[src/rtl/core_bus_arbiter.sv]
// Two-master to one-slave bus arbiter: instruction fetch (0) and data cache (1) share one burst slave.
// Tie-break is fixed to the data cache unless CORE_BUS_ARB_RR_EN selects round-robin.
module core_bus_arbiter #(
    parameter int AW = 32,
    parameter int DW = 32
) (
    input  logic                clk,
    input  logic                rst,
    input  logic [1:0]          m_req_i,
    input  logic [1:0]          m_we_i,
    input  logic [1:0][AW-1:0]  m_addr_i,
    input  logic [1:0][1:0]     m_len_i,
    input  logic [1:0][DW-1:0]  m_wdata_i,
    output logic [1:0]          m_ready_o,
    output logic [1:0]          m_data_ok_o,
    output logic [1:0]          m_busy_o,
    output logic [DW-1:0]       m_rdata_o,
    output logic                s_req_o,
    output logic                s_we_o,
    output logic [AW-1:0]       s_addr_o,
    output logic [1:0]          s_len_o,
    output logic [DW-1:0]       s_wdata_o,
    input  logic                s_ready_i,
    input  logic                s_data_ok_i,
    input  logic [DW-1:0]       s_rdata_i
);

    typedef enum logic [2:0] {
        ST_IDLE = 3'b001,
        ST_ADDR = 3'b010,
        ST_DATA = 3'b100
    } state_t;

    state_t      r_state;
    state_t      w_state_next;
    logic        r_gnt;
    logic        w_gnt_next;
    logic [1:0]  r_cnt;
    logic [1:0]  w_cnt_next;
    logic        w_tie_winner;
    logic [1:0]  w_gnt_mask;
    logic [1:0]  w_other_mask;

    assign w_gnt_mask   = {r_gnt, ~r_gnt};
    assign w_other_mask = {~r_gnt, r_gnt};

`ifdef CORE_BUS_ARB_RR_EN
    logic r_rr_ptr;
    logic w_rr_ptr_next;

    // Pointer moves to the other master only when a burst actually completes.
    assign w_rr_ptr_next = (r_state == ST_DATA && s_data_ok_i && r_cnt == 2'd0) ? ~r_gnt : r_rr_ptr;
    assign w_tie_winner  = r_rr_ptr;

    always_ff @(posedge clk or posedge rst) begin
        if (rst) begin
            r_rr_ptr <= 1'b0;
        end else begin
            r_rr_ptr <= w_rr_ptr_next;
        end
    end
`else
    assign w_tie_winner = 1'b1;
`endif

    always_ff @(posedge clk or posedge rst) begin
        if (rst) begin
            r_state <= ST_IDLE;
            r_gnt   <= 1'b0;
            r_cnt   <= 2'd0;
        end else begin
            r_state <= w_state_next;
            r_gnt   <= w_gnt_next;
            r_cnt   <= w_cnt_next;
        end
    end

    always_comb begin
        w_state_next = r_state;
        w_gnt_next   = r_gnt;
        w_cnt_next   = r_cnt;
        m_ready_o    = 2'b00;
        m_data_ok_o  = 2'b00;
        m_busy_o     = 2'b00;
        m_rdata_o    = '0;
        s_req_o      = 1'b0;
        s_we_o       = 1'b0;
        s_addr_o     = '0;
        s_len_o      = 2'b00;
        s_wdata_o    = '0;

        case (r_state)
            ST_IDLE: begin
                if (|m_req_i) begin
                    w_gnt_next   = (m_req_i == 2'b11) ? w_tie_winner : m_req_i[1];
                    w_state_next = ST_ADDR;
                end
            end

            ST_ADDR: begin
                s_req_o   = m_req_i[r_gnt];
                s_we_o    = m_we_i[r_gnt];
                s_addr_o  = m_addr_i[r_gnt];
                s_len_o   = m_len_i[r_gnt];
                s_wdata_o = m_wdata_i[r_gnt];
                m_busy_o  = w_other_mask;
                // A withdrawn request abandons the address phase before the slave sees it.
                if (!m_req_i[r_gnt]) begin
                    w_state_next = ST_IDLE;
                end else if (s_ready_i) begin
                    m_ready_o    = w_gnt_mask;
                    w_cnt_next   = m_len_i[r_gnt];
                    w_state_next = ST_DATA;
                end
            end

            ST_DATA: begin
                s_we_o    = m_we_i[r_gnt];
                s_addr_o  = m_addr_i[r_gnt];
                s_len_o   = m_len_i[r_gnt];
                s_wdata_o = m_wdata_i[r_gnt];
                m_busy_o  = w_other_mask;
                m_rdata_o = s_rdata_i;
                if (s_data_ok_i) begin
                    m_data_ok_o = w_gnt_mask;
                    if (r_cnt == 2'd0) begin
                        w_state_next = ST_IDLE;
                    end else begin
                        w_cnt_next = r_cnt - 2'd1;
                    end
                end
            end

            default: begin
                w_state_next = ST_IDLE;
            end
        endcase
    end

endmodule

[config.mk]
export PLATFORM = sky130hd
export DESIGN_NAME = core_bus_arbiter
export DESIGN_NICKNAME = d
export VERILOG_FILES = /design/src/rtl/core_bus_arbiter.sv
export SDC_FILE = /design/constraint.sdc
export NUM_CORES = 1
export LEC_CHECK = 0
export CAP_MARGIN = 5
export CORE_AREA = 5 5 103 105
export DETAILED_ROUTE_END_ITERATION = 10
export DIE_AREA = 0 0 108 110
export GPL_ROUTABILITY_DRIVEN = 0
export PLACE_DENSITY_LB_ADDON = 0.08
export SLEW_MARGIN = 25
export SYNTH_ARGS = -nofsm -noshare
export SYNTH_HDL_FRONTEND = slang
export SYNTH_SLANG_ARGS = --single-unit
[constraint.sdc]
create_clock -name clk -period 4.45 [get_ports clk]
set_clock_uncertainty 0.2 [all_clocks]
set_input_delay 0.89 -clock clk [delete_from_list [all_inputs] [get_ports clk]]
set_output_delay 0.89 -clock clk [all_outputs]
set_load 0.01 [all_outputs]
; Yosys cells after proc, flatten, opt, wreduce, memory -nomap -nowiden
; Cells that the tools add are included.
[totals]
reg_bits = 6
in_bits = 172
output_inout_bits = 106
elab_cells = 58
[classes]
addsub = 1
magnitude_cmp = 1
eq_ne = 11
muxes = 34
n_bitwise = 1
n_reduce_logical = 7
[op_table]
columns = operator, n
row1 = 32-bit two-way mux, 7
row2 = 2-bit two-way mux, 13
row3 = 3-bit two-way mux, 5
row4 = "2-bit inequality test, second input constant", 6
row5 = 3-bit one-hot mux with 3 select lines, 1
row6 = 1-bit two-way mux, 7
row7 = 5-bit AND reduction, 1
row8 = 2-bit one-hot mux with 2 select lines, 1
row9 = 4-bit AND reduction, 1
row10 = 2-bit OR reduction, 2
row11 = "3-bit by 1-bit equality test with 1-bit output, second input constant", 1
row12 = "3-bit by 2-bit equality test with 1-bit output, second input constant", 1
row13 = "3-bit equality test, second input constant", 1
row14 = "3-bit inequality test, second input constant", 1
row15 = "2-bit equality test, second input constant", 1
row16 = 2-bit zero test, 1
row17 = "1-bit by 2-bit less-than comparator with 1-bit output, second input constant", 1
row18 = 2-bit AND reduction, 1
row19 = 2-bit nonzero test, 1
row20 = "2-bit by 1-bit subtractor with 2-bit output, second input constant", 1
row21 = 1-bit NOT, 1

; Logic depth before layout (Yosys ltp)
; Gate-level depths: netlist (run 1).
[depth]
depth_word = 5
depth_mapped = 7
ltp_nobuf = 5

; Least setup slack after synthesis (run 1)
; OpenSTA, ideal clock, no wires.
[synth_timing]
kind = input -> output
from = in s_ready_i
to = out m_ready_o[0]
arrival_ns = 1.399
t_required_ns = 3.360
slack_ns = 1.961
stages = 2
n_path_buf = 0
path_cell_list = nand4bb_1 > nor3b_1
[synth_via]
elab_chain_len = 3
[synth_lines]
columns = item, line
row1 = "start, declared", 23  ; input logic s_ready_i,
row2 = 2-bit two-way mux, 110  ; end else if (s_ready_i) begin
row3 = 2-bit two-way mux, 108  ; if (!m_req_i[r_gnt]) begin
row4 = 2-bit two-way mux, 92  ; case (r_state)
row5 = "end, declared", 14  ; output logic [1:0] m_ready_o,
; Every way passes these cells.

; Worst setup path in the final report (run 1)
; Same ends and word-level chain as after synthesis.

==> impl_summary.md, run 1 <==
Yosys
By area the synthesized netlist is led by mux2i_1 (42%), nor2_1 (17%), and2_1 (12%). The total number of yosys warnings is 0. Summed over all instances, the cell type with the most area after synthesis is mux2i_1. The mean instance size in the synthesized netlist is approximately 7.2 sq um. The count of cell types in the netlist is 27.

Of the post-synthesis cell area, the dominant cell type holds 0.4176. The portion of the post-synthesis area used by sequential elements is 0.09023. The mapped netlist covers approximately 1700 sq um. Synthesis inferred 6 register bits. After technology mapping, the gate count stands at roughly 230. The number of nets handed over by synthesis was about 410.

Power and ir drop
The internal power of the cells is about 860 uW. The share of total power dissipated in sequential elements is 0.128. The worst-case vdd ir drop is ~230 uV. Power spread over the standard cell area amounts to ~330 nW/um^2. The overall power is 1.515 mW. In this run the power spent charging and discharging nets is about 650 uW. Of the total power, the clock network draws 0.058. In this run the static leakage power is ~1.9 nW. Of the total power, combinational logic draws 0.814. The fraction of power spent switching nets is 0.4294.

Timing
The number of endpoints with negative hold slack in the final report is 0. Headroom to the max-slew limit came out at 0.3808. The maximum frequency from static timing analysis is ~0.28 GHz.

Setup repair after global routing left no endpoint under its margin. The setup TNS after final layout is 0 ns. At the pin with the least slew margin, the transition time is between 0.9 and 1 ns. The count of pins over their slew limit is 0. The final critical path time including I/O delays and setup is between 3 and 4 ns. The final number of setup-violating endpoints is 0. The share of the clock period used by the worst path is 0.7981.

Place
Counting tap cells, the placed design contains a total of between 600 and 700 instances. Input and output buffers added on the ports amount to 277. The HPWL after detailed placement is around 9100 um. Summing all placed instances gives a cell area of between 4000 and 5000 sq um.

Clock network
The post-CTS setup buffer count is 0. The master cell of the clock root buffer is clkbuf_8. The buffer depth of the longest clock path is 2. Clock-pin slew was measured on the worst setup and hold paths at ~0.04 ns.

The number of instances resized during post-cts repair is 0. The number of buffers created by CTS is 3. The later pin in the worst-skew pair is clocked with a latency of about 0.23 ns. The clock drives 6 sinks.

The CTS tree is built. The number of buffers inserted for hold repair after clock tree synthesis is 0. The CTS H-tree depth is 1.

Route
Once detail routing completed, the nets flagged for antenna violations numbered 0. The average wire length per cell after detail routing is ~17 um. The detailed router's first-iteration violation count is 122. The detailed-route via count is around 2.6k.

The routed design has about 11000 um of wire. The number of DRC violations after detailed routing is 0. Before antenna repair, the detailed router went through 4 iterations. In the routed layout, each cell is associated on average with a via count of between 4 and 5.

Die
The floorplan has 36 rows. The core area is approximately 9500 sq um. The floorplan die area is 11880 sq um. The die is 110 um tall.

For this configuration, the core starts out at a cell density of 0.1757. The number of ports placed on the die boundary is 278. The width of the die is around 110 um.

Global route
For this run the aggregate overflow at the end of global routing stands at 0. The number of antenna violations at the first check in global routing came to 0. The via count of the first global-routing pass came to approximately 2.6k. The maximum number of pins on one net before global-route repair is 40. The global router's overall resource usage is 0.1581.

The first global-routing pass estimated roughly 15000 um of wire.

Critical path
The worst register-to-register path begins at r_state[2]$_DFFE_PP0P_. The maximum fanout along the worst path is 3. The kind of critical path is in2out. The type of element capturing the critical path is a primary output.

The element type at the critical path start is an input pin. STA puts the critical path data required time at roughly 3.4 ns. The critical path arrival is 2.46 ns. The source of the critical timing path is s_ready_i.

Cells and area
The repair_antennas step left the layout with diodes totalling 0. From synthesis to final layout, the design area changed by 174.2%. Fill cells in the final layout number ~920. The finished cells cover around 4600 sq um. After the flow finishes, the layout carries non-filler instances totaling between 600 and 700.

In the final layout, the share of cells above drive strength 1 is 0.03414. The count of nets after finishing is between 600 and 700.

Min path
In this run the worst hold path is classified as reg2reg. The origin of the worst min-delay path is r_cnt[1]$_DFFE_PP0P_.

Job
Max-cap violations in this run came to 0.

Outcome
The run finished with clean final reports.
==> kinds of logic (layout without fill, tap and decap cells) <==
group | Yosys count | count (layout) | synth area share
AOI/OAI and AO/OA | 7 | 7 | 0.03580
xor gates and xnor gates | 1 | 1 | 0.005221
DFF | 6 | 6 | 0.09023
muxes | 74 | 74 | 0.4444
adders and majority gates | 1 | 1 | 0.007456
buffers and inverters | 26 | 291 | 0.07904
and+or+nand+nor | 118 | 118 | 0.3378
==> synthesized netlist by cell type <==
library cell,count
nor3b_4,1
or3b_1,1
nand3_1,1
mux2_2,4
dfrtp_1,5
a21boi_0,1
xor2_1,1
nand2b_1,1
and2_1,32
a32oi_1,1
buf_2,9
mux2i_1,70
nand2_1,5
dfstp_2,1
ha_1,1
a22o_1,1
nand4bb_1,1
nor3b_1,1
o21ai_0,2
clkbuf_1,7
o32ai_2,1
buf_6,3
nor2_1,74
inv_1,6
a2bb2oi_1,1
clkbuf_2,1
nor3b_2,1
==> final timing paths <==
path,end,slack (ns),depth (start not counted)
min reg2reg,r_cnt[1]$_DFFE_PP0P_,0.32,2
max reg2reg,r_cnt[0]$_DFFE_PP0P_,2.18,4
min,r_cnt[1]$_DFFE_PP0P_,0.32,2
max,m_ready_o[0],0.90,4
min in group asynchronous,r_gnt$_DFFE_PP0P_,0.68,2
max in group asynchronous,r_state[0]$_DFFE_PP1P_,3.12,2
==> routing by layer <==
layer	global-route usage	vias to the layer above	part of all wire
met4	0.02525	0	0.012
met1	0.1665	1142	0.34
met5	0	-	0
met2	0.3037	158	0.52
met3	0.05941	7	0.12
li1	-	1301	-
==> per-stage QoR <==
stage | setup WS, ns | util | hold WS, ns
finish | 0.8986 | 0.4818 | 0.3231
global route | 0.7969 | 0.4818 | 0.3549
detailed placement | 0.9203 | 0.4771 | 0.3097
floorplan | 1.961 | - | 0.2894
global placement | 0.9570 | 0.4771 | 0.3026
CTS | 0.9025 | 0.4818 | 0.3258
==> critical path: stages <==
cell and delay, ns:
clkdlybuf4s50_1 0.50, nand4bb_1 0.20, nor3b_1 0.29, clkdlybuf4s50_1 0.59
==> sequential cells by signal, indices dropped and copies added, names as in the netlist <==
signal and count:
r_cnt 2, r_gnt 1, r_state 3
==> final cells by class <==
cell class,instances,area (sq um),share of cell area
clock buffer,4,45.04,0.009791
inverter,6,22.52,0.004895
multi-input combinational,201,1396,0.3035
sequential,6,155.1,0.03372
tap,133,166.4,0.03617
timing repair buffer,281,2815,0.6119
==> power groups by stage <==
stage               clock network, mW  logic [mW]  registers, mW
floorplan                           0       0.736          0.101
global placement                    0        1.24          0.194
detailed placement                  0        1.24          0.195
CTS                            0.0908        1.25          0.195
global route                   0.0952        1.33          0.205
finish                         0.0877        1.23          0.193
==> cell usage in the layout, fill, tap and decap left out, types with 2 or more instances in the layout <==
| master | instances |
|---|---|
| and2_1 | 32 |
| buf_4 | 3 |
| clkbuf_8 | 3 |
| clkdlybuf4s50_1 | 277 |
| dfrtp_1 | 4 |
| inv_1 | 6 |
| mux2_2 | 4 |
| mux2i_1 | 70 |
| nand2_1 | 5 |
| nor2_1 | 74 |
| o21ai_0 | 2 |
Note: power is estimated with default switching activity, not from simulation.
==> run 2: changes to the inputs <==
CORE_AREA = 5 5 104 106   (was 5 5 103 105)
DIE_AREA = 0 0 109 111   (was 0 0 108 110)
clock period = 3.2 ns   (was 4.45 ns; I/O delays follow)
==> impl_summary.md, run 2 (synthesized netlist as in run 1, its figures left out) <==
Route
The detailed router's first-iteration violation count is 150. The via density per instance is between 4 and 5. The number of DRC violations after detailed routing is 0.

Dividing the detail-routed wire length by the instance count gives 17.56 um. The detailed-route via count is 2646. After detailed routing, the total wire length is ~11000 um. The first detailed-routing pass took 4 iterations.

In this run the remaining antenna-violating nets after routing total 0.

Cells and area
Leaving out fill and tap cells, the most frequent cell in the layout is clkdlybuf4s50_1. In the final layout, the registers with the most flip-flops are r_state (3), r_cnt (2), r_gnt (1). 0 antenna diodes ended up in the layout.

The top cell types in the final layout, fill and taps aside, are clkdlybuf4s50_1 (277), nor2_1 (74), mux2i_1 (70). The register with the most flip-flops in the layout has 3 of them. The ratio of cells with drive above 1 in the final layout is 0.03607.

After the last flow step, the layout net total stands at just under 700. The register with the most flip-flops is r_state. Compared with the post-synthesis result, the final layout area differs by 174.6%. The layout has ~970 filler cells.

Die
The floorplan die area is ~12000 sq um. For this configuration, the core starts out at a cell density of 0.1733. The core region is 9684 sq um. From bottom edge to top edge, the die measures about 110 um. The width of the die is ~110 um. Pin placement for this block handled 278 I/O pins. The number of placement rows is 36.

Timing
After layout, the worst setup slack is around 0.15 ns. The final critical path time including I/O delays and setup is 3.054 ns. Setup violations remaining at the end of the flow were counted as 0. The count of pins over their slew limit came to 0. Measured against its own limit, the worst slew margin works out to 0.5300.

The share of the clock period used by the worst path is 0.9544. The number of endpoints with negative hold slack in the final report came to 0. The maximum frequency from static timing analysis is between 0.3 and 0.4 GHz. At the pin with the least slew margin, the transition time is ~0.71 ns. Setup repair after global routing left no endpoint under its margin. The setup TNS after final layout is 0 ns.

Global route
After global routing, the most crowded layer is met2. For met1 alone, demand over resource in global routing was 0.1714. The global router's overall resource usage is 0.1675.

The first global-routing pass estimated 15860 um of wire. The number of antenna violations at the first check in global routing is 0. The routing usage on met2 is 0.3210.

Global routing finished with a remaining overflow of 0. For this run, global-route usage on met3 was measured as 0.05882. The via count of the first global-routing pass came to 2710. Entering global routing, the biggest net connects 70 pins.

Critical path
The element type at the critical path start is a flop. The critical path arrival is approximately 2.2 ns. The required time at the endpoint of the critical path is about 2.4 ns. For this design, the slowest cell found on the critical path is buf_4. The maximum fanout along the worst path is 69. The type of element capturing the critical path is a primary output. The signal on the critical path passes through xor2_1 -> nand2b_2 -> buf_4 -> nor2_1 -> clkdlybuf4s50_1.

On the worst path, the slowest cell contributes a delay of 0.55 ns. The kind of critical path is reg2out.

Place
The wire-length estimate of the detail-placed layout is between 9000 and 10000 um. Input and output buffers added on the ports amount to ~280. OpenSTA, run right after detailed placement, puts the worst setup slack at ~0.14 ns.

Clock network
After clock tree synthesis, the clock-pin slew on the worst setup and hold paths is approximately 0.040 ns. The sink count of the clock tree is 6. In this run the number of H-tree levels came out at 1.

Post-CTS timing repair inserted 0 buffers for setup. The clock passes through at most 2 buffers. The CTS tree is built. The number of buffers inserted for hold repair after clock tree synthesis is 0.

In this run, CTS created clock tree buffers numbering 3. At the later pin of the worst-skew pair, clock insertion delay measures 0.22 ns. The number of instances resized during post-cts repair is 0. The master cell of the clock root buffer is clkbuf_8.

Power and ir drop
The worst-case vdd ir drop is approximately 260 uV. The leakage dissipation is ~1.9 nW. The power density over the cells is ~460 nW/um^2.

Job
Max-cap violations in this run came to 0.

Outcome
The flow ran to the end, and the final reports show no timing, DRC or antenna violations.

Min path
The type of the tightest min-delay check is reg2reg.
==> run 2: changes by cell type in the layout (fill, tap and decap cells not counted), sizes merged <==
cell,change
buf,+1
==> run 2: area by class of cell <==
cell class	count	area (sq um)	share of cell area
repair buffers	282	2823	0.6125
multi-input cells	201	1396	0.3030
well taps	133	166.4	0.03611
flip-flops and latches	6	155.1	0.03367
clock buffers	4	45.04	0.009775
inverters	6	22.52	0.004887
==> run 2: worst max-delay path: cells and delay by family, from the launching register on <==
family	cells	cell delay, ns
xor gates and xnor gates	1	0.20
buffers and inverters	2	1.10
DFF	1	0.46
and+or+nand+nor	2	0.20
==> run 2: layer usage <==
layer | wire length (um) | share of wire | up-vias
met5 | 0 | 0 | -
met4 | 207 | 0.019 | 0
met3 | 1301 | 0.12 | 14
met2 | 5716 | 0.52 | 154
met1 | 3873 | 0.35 | 1176
li1 | - | - | 1302
==> run 2: worst paths after layout <==
check | slack, ns | cells after the start | end | start
setup / recovery | 0.15 | 5 | s_wdata_o[18] | r_state[2]$_DFFE_PP0P_
hold / removal | 0.32 | 2 | r_cnt[1]$_DFFE_PP0P_ | r_cnt[1]$_DFFE_PP0P_
setup reg to reg | 1.32 | 5 | r_cnt[0]$_DFFE_PP0P_ | r_cnt[0]$_DFFE_PP0P_
hold reg to reg | 0.32 | 2 | r_cnt[1]$_DFFE_PP0P_ | r_cnt[1]$_DFFE_PP0P_
max in group asynchronous | 2.09 | 2 | r_state[0]$_DFFE_PP1P_ | rst
min in group asynchronous | 0.44 | 2 | r_cnt[1]$_DFFE_PP0P_ | rst
==> run 2: through the flow <==
| stage | utilization | power [mW] | std cells | hold slack (ns) | instance area (sq um) |
|---|---|---|---|---|---|
| floorplan | - | 1.164 | 233 | 0.2302 | 1678 |
| global placement | 0.4712 | 2.009 | 628 | 0.3028 | 4563 |
| detailed placement | 0.4712 | 2.017 | 628 | 0.3128 | 4563 |
| CTS | 0.4758 | 2.141 | 632 | 0.3286 | 4608 |
| global route | 0.4758 | 2.261 | 632 | 0.3449 | 4608 |
| finish | 0.4758 | 2.111 | 632 | 0.3227 | 4608 |
==> run 2: report_power, final <==
group	switching (mW)	leakage, nW	internal [mW]
Clock	0.0310	0.0228	0.0855
Sequential	0.110	0.0690	0.118
Combinational	0.761	1.83	1.01
Total	0.902	1.92	1.21
